<file path="src/rtl/mac_port_lookup_pkg.sv">
// Shared route-class encodings, MAC field layout and the destination-MAC decode
// used by both the port lookup and the RX path.
package mac_port_lookup_pkg;

   typedef enum logic [1:0] {
      SEEK_LOCAL  = 2'b00,
      SEEK_UPLINK = 2'b01,
      SEEK_BUFFER = 2'b10,
      SEEK_DROP   = 2'b11
   } seek_e;

   localparam int MAC_W        = 48;
   localparam int MAC_HEAD_LSB = 16;
   localparam int MAC_TOR_LSB  = 8;
   localparam int MAC_PORT_LSB = 0;

   localparam logic [31:0] P_MAC_HEAD = 32'h8DBC_5C4A;

   typedef struct packed {
      seek_e      seek;
      logic [2:0] outport;
   } route_t;

   // First matching rule wins: malformed MAC, own ToR, circuit peer, else park in DDR.
   function automatic route_t mac_decode(
      input logic [MAC_W-1:0] mac,
      input logic [31:0]      head_ref,
      input logic [7:0]       my_tor,
      input logic [2:0]       cur_tor,
      input logic [2:0]       uplink_port
   );
      logic [31:0] head;
      logic [7:0]  tor;
      logic [7:0]  port;
      route_t      r;
      head = mac[MAC_HEAD_LSB +: 32];
      tor  = mac[MAC_TOR_LSB  +: 8];
      port = mac[MAC_PORT_LSB +: 8];
      if (head != head_ref || tor > 8'd7 || (port != 8'd1 && port != 8'd2)) begin
         r.seek    = SEEK_DROP;
         r.outport = 3'd0;
      end else if (tor == my_tor) begin
         r.seek    = SEEK_LOCAL;
         r.outport = port[1] ? 3'd1 : 3'd0;
      end else if (tor[2:0] == cur_tor) begin
         r.seek    = SEEK_UPLINK;
         r.outport = uplink_port;
      end else begin
         r.seek    = SEEK_BUFFER;
         r.outport = tor[2:0];
      end
      return r;
   endfunction

endpackage

</file>
<file path="src/rtl/rr_arbiter.sv">
// Round-robin grant of one requester per cycle; search begins at the pointer,
// which moves to one past the winner and stays put when nothing is requested.
module rr_arbiter #(
   parameter  int P_N = 2,
   localparam int IW  = (P_N > 1) ? $clog2(P_N) : 1
) (
   input  logic           clk_i,
   input  logic           rst_ni,
   input  logic [P_N-1:0] req_i,
   output logic [P_N-1:0] gnt_o,
   output logic [IW-1:0]  gnt_idx_o,
   output logic           gnt_vld_o
);

   logic [IW-1:0] rr_q, rr_d;

   always_comb begin
      int j;
      j         = 0;
      gnt_o     = '0;
      gnt_idx_o = '0;
      gnt_vld_o = 1'b0;
      for (int i = 0; i < P_N; i++) begin
         j = int'(rr_q) + i;
         if (j >= P_N) j = j - P_N;
         if (!gnt_vld_o && req_i[j]) begin
            gnt_vld_o = 1'b1;
            gnt_o[j]  = 1'b1;
            gnt_idx_o = IW'(j);
         end
      end
   end

   always_comb begin
      rr_d = rr_q;
      if (gnt_vld_o) rr_d = (gnt_idx_o == IW'(P_N - 1)) ? '0 : gnt_idx_o + 1'b1;
   end

   always_ff @(posedge clk_i or negedge rst_ni) begin
      if (!rst_ni) rr_q <= '0;
      else         rr_q <= rr_d;
   end

endmodule

</file>
<file path="src/rtl/mac_port_lookup.sv">
// Resolves destination MACs from several RX requesters to an output port and route class.
// Two cycles request-to-result; one pending slot per requester, extra requests dropped with sticky overflow.
module mac_port_lookup
   import mac_port_lookup_pkg::*;
#(
   parameter int          P_NUM_REQ     = 2,
   parameter logic [31:0] P_MAC_HEAD    = mac_port_lookup_pkg::P_MAC_HEAD,
   parameter logic [7:0]  P_MY_TOR_ID   = 8'd0,
   parameter logic [2:0]  P_UPLINK_PORT = 3'd2
) (
   input  logic                    i_clk,
   input  logic                    i_rst_n,
   input  logic [48*P_NUM_REQ-1:0] i_check_mac,
   input  logic [P_NUM_REQ-1:0]    i_check_valid,
   input  logic [2:0]              i_cur_connect_tor,
   output logic [2:0]              o_outport,
   output logic [1:0]              o_seek_flag,
   output logic [3:0]              o_check_id,
   output logic                    o_result_valid,
   output logic                    o_overflow
);

   localparam int IW = (P_NUM_REQ > 1) ? $clog2(P_NUM_REQ) : 1;

   logic [P_NUM_REQ-1:0] pend_q, pend_d;
   logic [MAC_W-1:0]     mac_q [P_NUM_REQ];
   logic [MAC_W-1:0]     mac_d [P_NUM_REQ];
   logic                 ovf_q, ovf_d;

   logic [P_NUM_REQ-1:0] gnt;
   logic [IW-1:0]        gnt_idx;
   logic                 gnt_vld;
   logic [MAC_W-1:0]     gnt_mac;
   route_t               route;

   logic                 result_vld_q;
   logic [2:0]           outport_q;
   logic [1:0]           seek_q;
   logic [3:0]           check_id_q;

   rr_arbiter #(.P_N(P_NUM_REQ)) u_arb (
      .clk_i     (i_clk),
      .rst_ni    (i_rst_n),
      .req_i     (pend_q),
      .gnt_o     (gnt),
      .gnt_idx_o (gnt_idx),
      .gnt_vld_o (gnt_vld)
   );

   always_comb begin
      gnt_mac = '0;
      for (int k = 0; k < P_NUM_REQ; k++) begin
         if (gnt[k]) gnt_mac = mac_q[k];
      end
      route = mac_decode(gnt_mac, P_MAC_HEAD, P_MY_TOR_ID, i_cur_connect_tor, P_UPLINK_PORT);
   end

   // A slot being granted this cycle is free to take a new request in the same cycle.
   always_comb begin
      pend_d = pend_q;
      mac_d  = mac_q;
      ovf_d  = ovf_q | (|(i_check_valid & pend_q & ~gnt));
      for (int k = 0; k < P_NUM_REQ; k++) begin
         if (i_check_valid[k] && (!pend_q[k] || gnt[k])) begin
            pend_d[k] = 1'b1;
            mac_d[k]  = i_check_mac[48*k +: 48];
         end else if (gnt[k]) begin
            pend_d[k] = 1'b0;
         end
      end
   end

   always_ff @(posedge i_clk or negedge i_rst_n) begin
      if (!i_rst_n) begin
         pend_q       <= '0;
         ovf_q        <= 1'b0;
         result_vld_q <= 1'b0;
         outport_q    <= 3'd0;
         seek_q       <= 2'd0;
         check_id_q   <= 4'd0;
         for (int k = 0; k < P_NUM_REQ; k++) mac_q[k] <= '0;
      end else begin
         pend_q       <= pend_d;
         ovf_q        <= ovf_d;
         mac_q        <= mac_d;
         result_vld_q <= gnt_vld;
         if (gnt_vld) begin
            outport_q  <= route.outport;
            seek_q     <= route.seek;
            check_id_q <= 4'(gnt_idx);
         end
      end
   end

   assign o_outport      = outport_q;
   assign o_seek_flag    = seek_q;
   assign o_check_id     = check_id_q;
   assign o_result_valid = result_vld_q;
   assign o_overflow     = ovf_q;

endmodule

</file>
<file path="config.mk">
export PLATFORM = sky130hd
export DESIGN_NAME = mac_port_lookup
export DESIGN_NICKNAME = d
export VERILOG_FILES = /design/src/rtl/mac_port_lookup_pkg.sv /design/src/rtl/rr_arbiter.sv /design/src/rtl/mac_port_lookup.sv
export SDC_FILE = /design/constraint.sdc
export NUM_CORES = 1
export LEC_CHECK = 0
export CAP_MARGIN = 20
export CORE_AREA = 5 5 113 115
export CTS_BUF_LIST = sky130_fd_sc_hd__clkbuf_8 sky130_fd_sc_hd__clkbuf_16
export CTS_CLUSTER_SIZE = 30
export DETAILED_ROUTE_END_ITERATION = 12
export DIE_AREA = 0 0 118 120
export GPL_ROUTABILITY_DRIVEN = 1
export PLACE_DENSITY = 0.66
export SKIP_LAST_GASP = 1
export SYNTH_ARGS = -nofsm -noshare
export SYNTH_HDL_FRONTEND = slang
export SYNTH_SLANG_ARGS = --single-unit
</file>
<file path="constraint.sdc">
create_clock -name i_clk -period 2.21 [get_ports i_clk]
set_clock_uncertainty 0.05 [all_clocks]
set_input_delay 0.442 -clock i_clk [delete_from_list [all_inputs] [get_ports i_clk]]
set_output_delay 0.442 -clock i_clk [all_outputs]
set_load 0.01 [all_outputs]
</file>
==> impl_metrics.yaml <==
floorplan:
  core_mm2: 0.01171
  rows: 40
  fp.dieW_um: 118
  io-pin-count: 114
  initial_utilization: 0.3882
  die_area_mm2: 0.01416
  fp.dieH_um: 120
routing:
  routed_via_density: 5.159
  firstDrtPassIters: 4
  detail_route.wl_per_cell_um: 17.98
  antenna_violating_nets_post_route: 0
  wl_met1_um: 4904
  met3_wirelength_um: 778
  drt_first_iter_violations: 155
  dr_total_vias: 3085
  post-route-drc-count: 0
  wl_um: 10750
  dr_wl_met2_um: 4954
  top_layer_used: "met4"
power_and_ir_drop:
  internal_power_w: 0.004320
  seq_power_share: 0.457
  powerDensity_mw_per_mm2: 954.5
  switching_share: 0.2879
  share_comb_of_total_power: 0.293
  power.leakage_nw: 2.585
  max-vdd-ir-drop_mv: 0.3704
  total_switching_power_w: 0.001747
  power_frac_clock: 0.250
global_route:
  grt_start_max_net_pins: 73
  global_route.usage.total: 0.1522
  first_global_vias: 3358
  initial_antenna_violation_count: 0
  overflow: 0
  wire_length_of_the_first_global_routing_pass_um: 17260
clock_network:
  clkTransAtPathRegs_ns: 0.07
  tritoncts.num_buffers: 9
  clkLatencyLatePin_ns: 0.34
  cts_htree_levels: 3
  clk_root_buffer_cell: "clkbuf_16"
  clkSinkCount: 107
  tritoncts_clock_tree: "done"
  cts-root-to-sink-buffers: 2
worst_setup_path:
  cp.arrival_ns: 2.44
  crit-reg2reg-capture: "o_outport[2]"
  crit_type: "register to register"
  critPathLaunchType: "register"
  regToRegStartpoint: "u_arb.rr_q"
  worstPathRequired_ns: 2.43
  worst_r2r_path_cells: 8
  ff2ff_setup_slack_ns: -0.01
  critical_path.endpoint_type: "register"
  cp_max_fo: 5
flow_run:
  max-cap-violations: 0
timing:
  finalCritPeriodShare: 1.005
  max_clk_rate_mhz: 450.2
  timing.final.crit_period_ns: 2.221
  rsz0062_at_grt: "yes"
  final_critical_path_setup_slack_ns: -0.01132
  worstMarginPinSlew_ns: 0.5671
  worst_slew_margin: 0.6205
  hold_violations: 0
  timing.final.max_slew_violations: 0
  setup_viol_count_final: 1
status:
  failed_checks: "setup timing"
  outcome: "finished with violations"
yosys:
  synth_largest_area_cell: "dfrtp_1"
  synth.yosys.seq_area_share: 0.5889
  synth.top_cells.by_area: "dfrtp_1 59%, mux2_2 24%, nor4_1 1.5%"
  synth.cell_area_mm2: 0.004547
  count_of_flip_flops_with_a_built_in_enable_after_synthesis: 0
  syn_avg_cell_area_um2: 14.08
  yosysTopAreaCellShare: 0.5889
  yosysWarnings: 0
  synth_cell_types: 40
  synth_async_sr_flop_share: 1.000
  post_synth_inst_count: 323
  synthFlopType: "dfrtp_1"
  synth.ff_latch_count: 107
placed_design:
  gp_congestion: 0.7978
  dp_slack_ns: -0.07626
  post-dp-hpwl_um: 7880
  io_buffer_count: 110
  placedCellCount: 576
  dpl-instance-area_mm2: 0.005901
cells_and_area:
  stdcell_area_mm2: 0.006356
  flow.area_growth_from_synthesis_pct: 39.79
  n_antenna_cell: 0
  finish.net_count: 549
  post_route_cells_drive_above_1_share: 0.3237
  fillers: 1011
  count_of_non_filler_cells_in_the_finished_layout: 598
min_path:
  worst_hold_path_type: "input pin to asynchronous set/reset pin"
-- power by group through the flow --
| stage | clock [W] | sequential [W] | combinational [W] |
|---|---|---|---|
| floorplan | 0 | 0.00268 | 0.00111 |
| global placement | 0 | 0.00276 | 0.00157 |
| global route | 0.00163 | 0.00283 | 0.00194 |
| detailed placement | 0 | 0.00279 | 0.00162 |
| finish | 0.00151 | 0.00278 | 0.00178 |
| CTS | 0.00155 | 0.00276 | 0.00166 |
-- metrics by stage --
stage	utilization	setup TNS [ns]	total power [W]	hold slack [ns]
after floorplan	-	0	0.003784	0.09641
after global placement	0.5038	0	0.004338	0.2063
after detailed placement	0.5038	-0.3573	0.004405	0.2081
after CTS	0.5325	-0.006462	0.005970	0.3878
after global routing	0.5427	-0.3561	0.006405	0.4107
final	0.5427	-0.01132	0.006067	0.3963
-- per-layer routing --
layer  up-vias  global-route usage
met5         -                   0
met4         0             0.04803
met3         8             0.05090
met2        97              0.2405
met1      1542              0.1982
li1       1438                   -
-- flip-flops by register name, summed over array words and instances (netlist names) --
signal	count
mac_q	96
o_outport	3
o_seek_flag	2
pend_q	2
o_check_id	1
o_overflow	1
o_result_valid	1
u_arb.rr_q	1
-- cells in the mapped netlist (2+ instances only) --
cell and number:
dfrtp_1 107, mux2_2 96, nor4_1 11, buf_2 10
nand2_1 9, nand4_1 8, a31oi_1 7, buf_4 6
a21oi_1 5, nand2b_1 5, nor2_1 5, a32o_1 4
a32oi_1 4, inv_1 4, a22o_1 3, clkbuf_1 3
o21a_1 3, xnor2_1 3, a2bb2oi_1 2, a311o_1 2
and2_1 2, nand3_1 2, o21ai_0 2, o21bai_1 2
o22ai_1 2, or4_1 2
-- worst max-delay path: stages, from the launching register on --
cell and delay, ns:
dfrtp_1 0.42, nand2b_4 0.21, buf_12 0.12, a32oi_2 0.09, nor4_2 0.38, buf_4 0.19
nand3_4 0.08, nor4_4 0.42, a22o_1 0.19
-- worst max path at each step --
stage / end / start / cells after the start / slack [ns]
4_1_cts: o_outport[2] / mac_q[72] / 6 / -0.006
5_1_grt: o_outport[2] / u_arb.rr_q / 8 / -0.08
3_5_place_dp: o_outport[2] / mac_q[72] / 6 / -0.08
2_1_floorplan: o_seek_flag[0] / u_arb.rr_q / 8 / 0.23
6_report: o_outport[2] / u_arb.rr_q / 8 / -0.01
3_3_place_gp: o_seek_flag[1] / pend_q[0] / 8 / 0.04
-- cells in the final DEF (no fill, tap or decap), types with 3 or more instances in the layout --
| cell | n |
|---|---|
| nand2_1 | 8 |
| a22o_1 | 3 |
| inv_1 | 6 |
| o21a_1 | 3 |
| dfrtp_1 | 106 |
| nand2b_1 | 4 |
| a31oi_1 | 7 |
| conb_1 | 3 |
| clkbuf_16 | 11 |
| xnor2_1 | 3 |
| a21oi_1 | 5 |
| buf_4 | 12 |
| a32oi_2 | 3 |
| nor2_1 | 5 |
| a32o_1 | 4 |
| buf_12 | 5 |
| mux2_2 | 96 |
| clkdlybuf4s50_1 | 109 |
| nor4_1 | 9 |
| nand4_1 | 8 |
-- logic make-up (layout without fill, tap and decap cells) --
group,after synthesis,in the layout,share of synthesized area
multiplexers,97,97,0.2400
flip-flops,107,107,0.5889
XOR/XNOR,3,3,0.005780
buffers and inverters,24,150,0.02917
AND/OR/NAND/NOR,49,49,0.06439
other,1,3,0.0008247
AO/OA/AOI/OAI,42,42,0.07100
-- repair_timing --
item,CTS,global route
hold endpoints to repair,4,0
cloned,0,2
setup buffers,2,1
resized for setup,4,10
hold buffers,1,0
pin swaps,3,6
endpoints found under the setup margin,5,5
-- layout make-up --
cell class                      count  area, µm²  area share
Sequential cell                   107       2679      0.4215
Tap cell                          147      183.9     0.02894
Multi-Input combinational cell    194       1843      0.2900
Inverter                            4      15.01    0.002362
Timing Repair Buffer              130       1353      0.2128
Clock buffer                       11      252.7     0.03976
Clock inverter                      5      30.03    0.004724
Power figures use the tool's default switching activity.
==> variant 1 (same settings) <==
Set the package constant `MAC_TOR_LSB` to 9 (it was 8).
--- a/src/rtl/mac_port_lookup_pkg.sv
+++ b/src/rtl/mac_port_lookup_pkg.sv
@@ -11,7 +11,7 @@
 
    localparam int MAC_W        = 48;
    localparam int MAC_HEAD_LSB = 16;
-   localparam int MAC_TOR_LSB  = 8;
+   localparam int MAC_TOR_LSB  = 9;
    localparam int MAC_PORT_LSB = 0;
 
    localparam logic [31:0] P_MAC_HEAD = 32'h8DBC_5C4A;
Check against the original RTL: not equivalent (Yosys sat finds a counterexample within 4 cycles, from zero or initial values and one cycle with i_rst_n low).
==> variant 1 against the unedited design <==
Fmax increased by 0.65%. Synthesized area decreased by 1.8%. Power rose by 0.13%. Non-clock buffer count is 1 higher. Worst setup slack improved by 0.014 ns. Global-route usage shrank 0.47 points. Combinational power fell by 8%. Sequential cell count down 2. Routed wire length down 5.2%. Cell area down 1.9%. Critical endpoint unchanged. Highest routed layer unchanged.
==> variant 1: results (changes against the unedited design) <==
INFO  global_routing antenna_found_initial=0 [unchanged]
INFO  synth          proportion_of_synthesized_chip_area_in_sequential_cells=58.8% [-0.065 points]
INFO  final_layout   insertedDiodeCount=0 [unchanged]
INFO  synth          synth.top_cells.by_area=sky130_fd_sc_hd__dfrtp_1, sky130_fd_sc_hd__mux2_2, sky130_fd_sc_hd__a32oi_1, sky130_fd_sc_hd__buf_6, sky130_fd_sc_hd__nor4_1
INFO  final_layout   largest_register=mac_q
INFO  worst_setup_path crit_path_top_delay_cell=sky130_fd_sc_hd__or4_4
INFO  final_layout   post_route_cells_drive_above_1_share=34.7% [+2.3 points]
INFO  route          via_count=2986 [-3.2%]
INFO  global_routing grt.total_usage=14.7% [-0.47 points]
INFO  placement      io_buffers=108 [-1.8%]
INFO  global_routing grt_max_degree=48 [-34%]
INFO  clock_tree     htree_levels=3 [unchanged]
INFO  clock_tree     cts_root_buffer=sky130_fd_sc_hd__clkbuf_16
INFO  clock_tree     postcts_resize_cnt=6 [+2]
INFO  power          total_leakage_power=2.50nW [-3.2%]
INFO  clock_tree     clk_transition_reported_paths=0.07ns [about the same]
INFO  final_layout   final_net_count=539 [-1.8%]
INFO  final_layout   nFillCells=1012 [+0.099%]
INFO  placement      finalWeightedCongestion=0.774 [-3.0%]
INFO  power          cellPowerDensity=975nW/um^2 [+2.1%]
INFO  sta            drv_slew=0 [unchanged]
INFO  worst_setup_path cpLargestDelayFamily=compound AO/OA/AOI/OAI gates
INFO  worst_setup_path critical_path.max_stage_delay=0.54ns [+0.12 ns]
INFO  global_routing grt_overflow=0 [unchanged]
INFO  route          wl_per_cell=17.3microns [-3.6%]
INFO  route          drt-initial-drc-count=110 [-29%]
INFO  synth          postSynth.asyncResetShare=100% [unchanged]
INFO  synth          yosys-top-cells-count=sky130_fd_sc_hd__dfrtp_1, sky130_fd_sc_hd__mux2_2, sky130_fd_sc_hd__buf_2
INFO  placement      dp_hpwl=7.60mm [-3.5%]
INFO  worst_hold_path hp-class=reg2reg
INFO  synth          syn_avg_cell_area=14.4squm [+2.0%]
INFO  synth          synth_flop_cell=sky130_fd_sc_hd__dfrtp_1
INFO  outcome        run_status=complete, no violations
INFO  power          vdd_ir_drop_max=0.000719V [+94%]
INFO  clock_tree     cts.path.max_buffers=2 [unchanged]
INFO  final_layout   number_of_flip_flops_in_the_largest_register=94 [-2.1%]
INFO  route          routed_wire_length=10.2mm [-5.2%]
INFO  clock_tree     postCtsHoldBufs=1 [unchanged]
INFO  global_routing vias_in_the_first_global_route=3292 [-2.0%]
INFO  clock_tree     post-cts-setup-buffer-count=4 [+2]
INFO  global_routing first_pass_grt_wire_length=16.7mm [-3.1%]
INFO  placement      place.detailed.instances=567 [-1.6%]
INFO  synth          synth_cell_type_count=41 [+2.5%]
-- variant 1: where the power goes --
part	switching, mW	internal, mW
clock	0.704	1.03
sequential	0.302	2.41
combinational	0.667	0.968
-- variant 1: layer usage --
| metal | wire length, microns | vias to the layer above | global-route usage [%] |
|---|---|---|---|
| met1 | 4410 | 1484 | 18.0 |
| met4 | 135 | 0 | 5.16 |
| li1 | - | 1403 | - |
| met3 | 790 | 9 | 6.13 |
| met5 | 0 | - | 0 |
| met2 | 4860 | 90 | 23.6 |
-- variant 1: final timing paths --
kind	slack (ns)	depth (start not counted)	startpoint	to
worst max-delay path	0.003	7	mac_q[63]	o_outport[2]
worst min-delay path	0.42	1	o_overflow	o_overflow
worst max register to register	0.003	7	mac_q[63]	o_outport[2]
worst min register to register	0.42	1	o_overflow	o_overflow
max in group asynchronous	1.01	3	i_rst_n	mac_q[15]
min in group asynchronous	0.47	2	i_rst_n	mac_q[79]
-- variant 1: through the flow --
stage	setup slack (ns)	cell area, sq um
global placement	-0.130	5800
detailed placement	-0.129	5800
finish	0.00297	6230
global route	-0.0554	6230
floorplan	0.162	4470
CTS	-0.0644	6210
-- variant 1: layout make-up --
| type | instances | area share (%) |
|---|---|---|
| clock buffer | 10 | 3.83 |
| clock inverter | 6 | 1.43 |
| inverter | 3 | 0.181 |
| multi-input combinational | 186 | 28.5 |
| sequential | 105 | 42.2 |
| tap | 147 | 2.95 |
| timing repair buffer | 131 | 20.9 |
-- variant 1: cell families after synthesis --
kind of cell	count (synthesis)	synth area share (%)
DFF	105	58.8
xor gates and xnor gates	3	0.588
muxes	95	23.9
AOI/OAI and AO/OA	43	7.73
other	1	0.0840
buffers and inverters	22	3.25
and+or+nand+nor	42	5.57
==> variant 2 (same flow settings) <==
Without the edit above. Register the input `i_check_valid` before use, without a reset. The logic sees it one clock later. The other inputs are not delayed to match.
--- a/src/rtl/mac_port_lookup.sv
+++ b/src/rtl/mac_port_lookup.sv
@@ -21,6 +21,12 @@
 );
 
    localparam int IW = (P_NUM_REQ > 1) ? $clog2(P_NUM_REQ) : 1;
+
+   logic [P_NUM_REQ-1:0] i_check_valid_q;
+
+   always_ff @(posedge i_clk) begin
+      i_check_valid_q <= i_check_valid;
+   end
 
    logic [P_NUM_REQ-1:0] pend_q, pend_d;
    logic [MAC_W-1:0]     mac_q [P_NUM_REQ];
@@ -59,9 +65,9 @@
    always_comb begin
       pend_d = pend_q;
       mac_d  = mac_q;
-      ovf_d  = ovf_q | (|(i_check_valid & pend_q & ~gnt));
+      ovf_d  = ovf_q | (|(i_check_valid_q & pend_q & ~gnt));
       for (int k = 0; k < P_NUM_REQ; k++) begin
-         if (i_check_valid[k] && (!pend_q[k] || gnt[k])) begin
+         if (i_check_valid_q[k] && (!pend_q[k] || gnt[k])) begin
             pend_d[k] = 1'b1;
             mac_d[k]  = i_check_mac[48*k +: 48];
          end else if (gnt[k]) begin
Formal check against the unedited RTL: not equivalent (a bounded check fails within 4 cycles, from zero or initial values and one cycle with i_rst_n low).
==> variant 2 against the unedited design <==
Power rose by 2.0%. Sequential cell count rose by 2. Non-clock buffer count rose by 8. Die area did not move. Final cell count rose by 1.7%. Clock power rose by 9%. Cell area rose by 1.2%. Largest cell class unchanged. Worst setup slack improved by 0.060 ns. Core utilization rose by 0.66 points. First-iteration DRC count fell by 26%. Fmax rose by 2.8%. Synthesized area rose by 1.5%. Routed wire length fell by 2.7%.
==> variant 2: results (changes against the unedited design) <==
INFO  final_layout   layout.non_clock_buffers=138 [+6.2%]
INFO  global_routing first_pass_grt_wire_length=17.2mm [-0.20%]
INFO  clock_tree     clock-sinks=109 [+1.9%]
INFO  route          drt-initial-drc-count=114 [-26%]
INFO  final_layout   area_share_clock_buf_inv=4.80% [+0.35 points]
INFO  placement      dp_slack=-0.0990ns [-0.0227 ns]
INFO  worst_setup_path reg2reg_depth=7 [-1]
INFO  power          clock_power_share=26.6% [+1.6 points]
INFO  final_layout   multi_input_area_share=28.8% [-0.17 points]
INFO  synth          yosys-top-cells-count=sky130_fd_sc_hd__dfrtp_1, sky130_fd_sc_hd__mux2_2, sky130_fd_sc_hd__buf_2, sky130_fd_sc_hd__nand2_1, sky130_fd_sc_hd__a21oi_1
INFO  synth          synth.top_cells.by_area=sky130_fd_sc_hd__dfrtp_1, sky130_fd_sc_hd__mux2_2, sky130_fd_sc_hd__buf_4, sky130_fd_sc_hd__a32oi_1, sky130_fd_sc_hd__buf_2
INFO  sta            final_period_util=97.8% [-2.7 points]
INFO  worst_setup_path reg2reg_slack=0.05ns [+0.06 ns]
INFO  global_routing vias_in_the_first_global_route=3424 [+2.0%]
INFO  synth          syn_avg_cell_area=14.2squm [+0.89%]
INFO  final_layout   layoutNonFillerInstCount=608 [+1.7%]
INFO  power          vdd_ir_drop_max=0.000575V [+55%]
INFO  power          netSwitchingFraction=28.5% [-0.25 points]
INFO  global_routing grt.total_usage=15.2% [+0.019 points]
INFO  placement      dp_hpwl=8.03mm [+1.9%]
INFO  final_layout   area_occupied_by_multi_input_gates=1850squm [+0.61%]
INFO  worst_hold_path hp-class=reg2reg
INFO  placement      placedInstanceArea=6020squm [+2.1%]
INFO  final_layout   regArea=2720squm [+1.5%]
INFO  worst_setup_path arrival=2.39ns [-0.05 ns]
INFO  power          total_leakage_power=2.63nW [+1.7%]
INFO  final_layout   clock_buffer_count=9 [-2]
INFO  global_routing grt.met1_usage=18.5% [-1.3 points]
INFO  synth          proportion_of_synthesized_chip_area_in_sequential_cells=58.9% [about the same]
INFO  final_layout   area_share_nonclk_buffers=21.0% [-0.26 points]
INFO  route          routed_wire_length=10.5mm [-2.7%]
INFO  synth          postSynth.asyncResetShare=98.2% [-1.8 points]
INFO  worst_setup_path critical_path.max_stage_delay=0.55ns [+0.13 ns]
INFO  final_layout   final_net_count=559 [+1.8%]
INFO  outcome        run_status=complete, no violations
INFO  worst_setup_path crit_path_top_delay_cell=sky130_fd_sc_hd__or4_4
INFO  synth          synth_compound_gate_area_share=6.86% [-0.24 points]
INFO  placement      finalWeightedCongestion=0.830 [+4.0%]
## variant 2: changes by cell type in the layout (fill, tap and decap cells not counted), sizes merged, moves of 3 or more
| cell | delta |
|---|---|
| nor2 | +3 |
| nor4 | -6 |
| a32o | -4 |
| clkbuf | -4 |
| buf | +10 |
| nand4 | -4 |
| or4 | +4 |
| a21oi | +3 |
## variant 2: worst max-delay path by stage
stage               depth (start not counted)             end
detailed placement                          6  o_seek_flag[1]
global route                                8    o_outport[0]
CTS                                         7    o_outport[0]
floorplan                                   6  o_seek_flag[0]
finish                                      7    o_outport[0]
global placement                            6    o_outport[1]
## variant 2: what timing repair did
item / in CTS / in global routing
setup buffers: 2 / 1
cloned: 0 / 0
resized for setup: 0 / 11
endpoints found under the hold margin: 28 / 0
setup endpoints to repair: 5 / 5
pin swaps: 1 / 9
hold buffers: 1 / 0
## variant 2: per-layer routing
metal / up-vias / share of wire (%)
li1: 1459 / -
met2: 64 / 51
met1: 1568 / 43
met5: - / 0
met3: 15 / 3.5
met4: 0 / 1.8
